===== src/rtl/spike_or_merger.sv =====
// rtl/spike_or_merger.sv - merges N_CH up/down spike channels into one fixed-width pulse with dead-time and counters
//
// Purpose:
//   Synchronises N_CH asynchronous UP/DOWN spike lines and detects their rising edges.
//   Enabled edges are merged into a single PULSE_W-clock CH_OUT pulse that carries
//   direction flags. A DEADTIME lockout follows each pulse, and saturating counters
//   track accepted up/down events and events dropped while busy.
//
// Ports:
//   CLK       system clock (single domain)
//   RST_N     synchronous active-low reset
//   UP        [N_CH] asynchronous up-spike lines
//   DOWN      [N_CH] asynchronous down-spike lines
//   CH_EN     [N_CH] per-channel enable mask
//   CLR_CNT   synchronous clear of all three counters
//   CH_OUT    merged spike pulse
//   CH_UP     up-direction flag, valid while CH_OUT=1
//   CH_DOWN   down-direction flag, valid while CH_OUT=1
//   UP_CNT    [CNT_W] accepted up events
//   DOWN_CNT  [CNT_W] accepted down events
//   DROP_CNT  [CNT_W] cycles with events rejected during PULSE/HOLD
//   BUSY      high while in PULSE or HOLD

module spike_or_merger #(
    parameter int N_CH        = 4,
    parameter int SYNC_STAGES = 2,
    parameter int PULSE_W     = 10,
    parameter int DEADTIME    = 20,
    parameter int CNT_W       = 16
) (
    input  logic             CLK,
    input  logic             RST_N,
    input  logic [N_CH-1:0]  UP,
    input  logic [N_CH-1:0]  DOWN,
    input  logic [N_CH-1:0]  CH_EN,
    input  logic             CLR_CNT,
    output logic             CH_OUT,
    output logic             CH_UP,
    output logic             CH_DOWN,
    output logic [CNT_W-1:0] UP_CNT,
    output logic [CNT_W-1:0] DOWN_CNT,
    output logic [CNT_W-1:0] DROP_CNT,
    output logic             BUSY
);

    // The shared timer counts down from PULSE_W-1 or DEADTIME-1, so it only needs
    // to hold values up to the larger of the two minus one.
    localparam int CMAX = (PULSE_W > DEADTIME) ? PULSE_W : DEADTIME;
    localparam int CW   = (CMAX > 1) ? $clog2(CMAX) : 1;
    localparam int DT_LOAD_I = (DEADTIME > 0) ? DEADTIME - 1 : 0;
    localparam logic [CW-1:0] PW_LOAD = CW'(PULSE_W - 1);
    localparam logic [CW-1:0] DT_LOAD = CW'(DT_LOAD_I);

    typedef enum logic [1:0] {
        S_IDLE  = 2'd0,
        S_PULSE = 2'd1,
        S_HOLD  = 2'd2
    } state_t;

    // ------------------------------------------------------------------
    // Synchronisers and edge history
    // ------------------------------------------------------------------
    logic [SYNC_STAGES-1:0][N_CH-1:0] up_sync_q;
    logic [SYNC_STAGES-1:0][N_CH-1:0] dn_sync_q;
    logic [N_CH-1:0]                  up_prev_q;
    logic [N_CH-1:0]                  dn_prev_q;
    logic                             up_ev_q;
    logic                             dn_ev_q;

    logic [N_CH-1:0] up_rise;
    logic [N_CH-1:0] dn_rise;

    assign up_rise = up_sync_q[SYNC_STAGES-1] & ~up_prev_q & CH_EN;
    assign dn_rise = dn_sync_q[SYNC_STAGES-1] & ~dn_prev_q & CH_EN;

    always_ff @(posedge CLK) begin
        if (!RST_N) begin
            up_sync_q <= '0;
            dn_sync_q <= '0;
            up_prev_q <= '0;
            dn_prev_q <= '0;
            up_ev_q   <= 1'b0;
            dn_ev_q   <= 1'b0;
        end else begin
            up_sync_q[0] <= UP;
            dn_sync_q[0] <= DOWN;
            for (int i = 1; i < SYNC_STAGES; i++) begin
                up_sync_q[i] <= up_sync_q[i-1];
                dn_sync_q[i] <= dn_sync_q[i-1];
            end
            up_prev_q <= up_sync_q[SYNC_STAGES-1];
            dn_prev_q <= dn_sync_q[SYNC_STAGES-1];
            // Merged events are registered so the FSM sees a clean flop output;
            // this stage sets the SYNC_STAGES+1 input-to-CH_OUT latency.
            up_ev_q   <= |up_rise;
            dn_ev_q   <= |dn_rise;
        end
    end

    logic any_ev;
    assign any_ev = up_ev_q | dn_ev_q;

    // ------------------------------------------------------------------
    // Pulse / dead-time FSM
    // ------------------------------------------------------------------
    state_t          state_q;
    logic [CW-1:0]   tmr_q;
    logic            ch_out_q;
    logic            ch_up_q;
    logic            ch_dn_q;

    always_ff @(posedge CLK) begin
        if (!RST_N) begin
            state_q  <= S_IDLE;
            tmr_q    <= '0;
            ch_out_q <= 1'b0;
            ch_up_q  <= 1'b0;
            ch_dn_q  <= 1'b0;
        end else begin
            case (state_q)
                S_IDLE: begin
                    if (any_ev) begin
                        state_q  <= S_PULSE;
                        tmr_q    <= PW_LOAD;
                        ch_out_q <= 1'b1;
                        ch_up_q  <= up_ev_q;
                        ch_dn_q  <= dn_ev_q;
                    end
                end
                S_PULSE: begin
                    if (tmr_q == '0) begin
                        ch_out_q <= 1'b0;
                        ch_up_q  <= 1'b0;
                        ch_dn_q  <= 1'b0;
                        tmr_q    <= DT_LOAD;
                        state_q  <= (DEADTIME > 0) ? S_HOLD : S_IDLE;
                    end else begin
                        tmr_q <= tmr_q - 1'b1;
                    end
                end
                S_HOLD: begin
                    if (tmr_q == '0) begin
                        state_q <= S_IDLE;
                    end else begin
                        tmr_q <= tmr_q - 1'b1;
                    end
                end
                default: begin
                    state_q  <= S_IDLE;
                    tmr_q    <= '0;
                    ch_out_q <= 1'b0;
                    ch_up_q  <= 1'b0;
                    ch_dn_q  <= 1'b0;
                end
            endcase
        end
    end

    // ------------------------------------------------------------------
    // Saturating counters
    // ------------------------------------------------------------------
    function automatic logic [CNT_W-1:0] sat_inc(input logic [CNT_W-1:0] v, input logic en);
        return (en && (v != '1)) ? v + CNT_W'(1) : v;
    endfunction

    logic             accept;
    logic             drop;
    logic [CNT_W-1:0] up_cnt_q,   up_cnt_d;
    logic [CNT_W-1:0] dn_cnt_q,   dn_cnt_d;
    logic [CNT_W-1:0] drop_cnt_q, drop_cnt_d;

    assign accept = (state_q == S_IDLE) && any_ev;
    // One drop per cycle regardless of how many channels fired.
    assign drop   = (state_q != S_IDLE) && any_ev;

    always_comb begin
        up_cnt_d   = sat_inc(up_cnt_q, accept & up_ev_q);
        dn_cnt_d   = sat_inc(dn_cnt_q, accept & dn_ev_q);
        drop_cnt_d = sat_inc(drop_cnt_q, drop);
        if (CLR_CNT) begin
            up_cnt_d   = '0;
            dn_cnt_d   = '0;
            drop_cnt_d = '0;
        end
    end

    always_ff @(posedge CLK) begin
        if (!RST_N) begin
            up_cnt_q   <= '0;
            dn_cnt_q   <= '0;
            drop_cnt_q <= '0;
        end else begin
            up_cnt_q   <= up_cnt_d;
            dn_cnt_q   <= dn_cnt_d;
            drop_cnt_q <= drop_cnt_d;
        end
    end

    assign CH_OUT   = ch_out_q;
    assign CH_UP    = ch_up_q;
    assign CH_DOWN  = ch_dn_q;
    assign UP_CNT   = up_cnt_q;
    assign DOWN_CNT = dn_cnt_q;
    assign DROP_CNT = drop_cnt_q;
    assign BUSY     = (state_q != S_IDLE);

endmodule


===== config.mk =====
export PLATFORM = sky130hd
export DESIGN_NAME = spike_or_merger
export DESIGN_NICKNAME = d
export VERILOG_FILES = /design/src/rtl/spike_or_merger.sv
export SDC_FILE = /design/constraint.sdc
export NUM_CORES = 1
export LEC_CHECK = 0
export CORE_MARGIN = 3
export CORE_UTILIZATION = 52
export DETAILED_ROUTE_END_ITERATION = 10
export PLACE_DENSITY_LB_ADDON = 0.1
export SLEW_MARGIN = 20
export SYNTH_ARGS = -nofsm -noshare
export SYNTH_HDL_FRONTEND = slang
export SYNTH_SLANG_ARGS = --single-unit

===== constraint.sdc =====
create_clock -name CLK -period 2.2 [get_ports CLK]
set_input_delay 0.22 -clock CLK [delete_from_list [all_inputs] [get_ports CLK]]
set_output_delay 0.22 -clock CLK [all_outputs]
set_load 0.03 [all_outputs]

==> qor.yml <==
status:
  status: "complete, no violations"
routing:
  drtIter0Drc: 139
  viasPerCell: 5.84
  first_pass_iters: 6
  post_drt_wl_per_cell_microns: 14.7
  vias: 3612
  drt-total-wl_microns: 9110
  top_layer: "met4"
  drtAntennaViolNets: 0
  wl_met1_microns: 4080
  routed-wl-met2_microns: 4420
  drc: 0
  route.met3.wl_microns: 441
clock_network:
  post-cts-setup-buffers: 0
  cts_made_buffers: 9
  clk_path_buf_depth: 2
  clock_sinks: 84
  cts-resized-gates: 0
  cts_tree: "built"
  cts_hold_buf: 0
  cts_max_level: 3
  path_clk_slew_ns: 0.09
  root_buffer: "clkbuf_8"
  clk_latency_ns: 0.37
worst_hold_path:
  hold_class: "in2reg"
  hold_depth: 2
timing:
  slew_headroom_pct: 58.2
  fin_setup_tns_ns: 0
  worst_pin_slew_ns: 0.611
  hold_slack_ns: 0.428
  clock-skew-final_ns: 0.00987
  hold_violations: 0
  fin_crit_ns: 2.11
  max_freq_ghz: 0.474
  setup_viol: 0
  drv_slew: 0
  rsz0062_at_grt: "no"
  fin_crit_sh_pct: 95.8
synthesis:
  ys_warn_count: 0
  ys_top_cells_by_count: "dfxtp_1 (84), nand2_1 (53), a21oi_1 (33)"
  ys.flop_type: "dfxtp_1"
  netlist_instances: 438
  syn_avg_cell_area_sq_um: 8.73
  synthTopCellsByArea: "dfxtp_1 (44%), nand2_1 (5.2%), mux2i_1 (5.0%)"
  async_flop_share_pct: 0
  syn_area_sq_um: 3820
  ys_seq_area_share_pct: 44.0
  yosysMostFrequentCell: "dfxtp_1"
  ys_ff_latch: 84
  synth_nets: 457
  synth_edf_count: 0
  synth.distinct_cells: 52
  synth_top_cell_by_area: "dfxtp_1"
  post-synth-top-area-fraction_pct: 44.0
finish:
  stdcell_count: 619
  syn_to_final_growth_pct: 28.5
  stdcell_area_sq_um: 4910
  drive_gt1_share_pct: 12.0
  n_antenna_cell: 0
  num-nets-final: 537
die:
  rows: 30
  die_area_sq_um: 8420
  ios: 67
  start_util_pct: 55.1
  core_sq_um: 6940
  die-height_microns: 91.8
  fp.dieW_microns: 91.8
place:
  dp.cells: 603
  gp_congestion: 0.913
  hpwl_microns: 6470
  numPortBuffers: 66
  placed_area_sq_um: 4710
critical_path:
  arrival_ns: 1.89
  critical_path_class: "reg2out"
  cp-start-kind: "flip-flop"
  cp.required_ns: 1.98
  ff2ff_path_depth: 5
  crit_fanout: 10
  cp-end-kind: "output pin"
global_routing:
  grt_max_degree: 36
  grt_pass1_wl_microns: 15600
  grt_overflow: 0
  antenna_found_initial: 0
  track_usage_pct: 22.2
  grt_pass1_vias: 3431
power_and_ir_drop:
  sw_frac_of_total_pct: 29.5
  ir_drop_mv: 0.646
  p_comb_share_pct: 13.6
  power_switching_uw: 928
  leakage_nw: 1.63
  seq_power_share_pct: 51.4
  clkPwrFrac_pct: 34.9
  internal_power_mw: 2.22
  p_total_mw: 3.15
  powerDensity_nw_per_um2: 640
run:
  cap_violations: 0
==> sequential cells by signal, summed over array words and instances (netlist names) <==
| signal | flops |
|---|---|
| tmr_q | 5 |
| up_ev_q | 1 |
| DOWN_CNT | 16 |
| CH_DOWN | 1 |
| up_prev_q | 4 |
| dn_sync_q | 8 |
| CH_UP | 1 |
| dn_prev_q | 4 |
| UP_CNT | 16 |
| DROP_CNT | 16 |
| CH_OUT | 1 |
| dn_ev_q | 1 |
| state_q | 2 |
| up_sync_q | 8 |
==> final timing paths <==
kind,slack [ns],endpoint,startpoint
max,0.09,BUSY,state_q[1]
min,0.43,dn_sync_q[3],DOWN[3]
max reg2reg,0.20,DOWN_CNT[13],state_q[1]
min reg2reg,0.44,up_sync_q[4],up_sync_q[0]
==> layout make-up <==
class,count,area (sq um)
multi-input combinational,325,2030
fill,572,2030
sequential,84,1680
timing repair buffer,88,838
clock buffer,9,124
tap,96,120
clock inverter,7,76.3
inverter,10,37.5
==> cell families after synthesis <==
group,count (synthesis),synth area share [%]
flops,84,44.0
xor+xnor,2,0.458
mux,19,4.97
compound gates,97,16.7
buf+inv,29,2.88
fa+ha+maj,4,1.31
simple gates,203,29.7
==> metal layers <==
metal  track usage (%)  vias to the layer above
li1                  -                     1799
met1              27.0                     1697
met2              37.9                       98
met3              4.27                       18
met4              10.0                        0
met5                 0                        -
==> layout by cell type (no fill, tap or decap), drive strengths merged, types with 14 or more instances in the layout <==
cell            n
a21oi          33
and2           27
buf            22
clkdlybuf4s50  66
dfxtp          84
mux2i          19
nand2          53
nand4          19
nor2           14
nor3           14
o21ai          15
or2            17
==> per-stage QoR <==
| step | worst slack, ns | util [%] |
|---|---|---|
| floorplan | 0.199 | - |
| CTS | 0.109 | 70.7 |
| finish | 0.0916 | 70.7 |
| global route | 0.00346 | 70.7 |
| global placement | 0.300 | 67.9 |
| detailed placement | 0.279 | 67.9 |
==> power by group through the flow <==
stage | registers (mW) | clock network [mW] | logic (mW)
floorplan | 1.65 | 0 | 0.270
global route | 1.63 | 1.21 | 0.473
global placement | 1.65 | 0 | 0.415
finish | 1.62 | 1.10 | 0.428
detailed placement | 1.65 | 0 | 0.424
CTS | 1.62 | 1.13 | 0.426
==> worst max-delay path, cell delays in order (launching register included) <==
cell,delay (ns)
dfxtp_1,0.38
buf_4,0.20
nor2_1,0.08
inv_1,0.17
clkdlybuf4s50_1,0.70
Power figures use the tool's default switching activity.
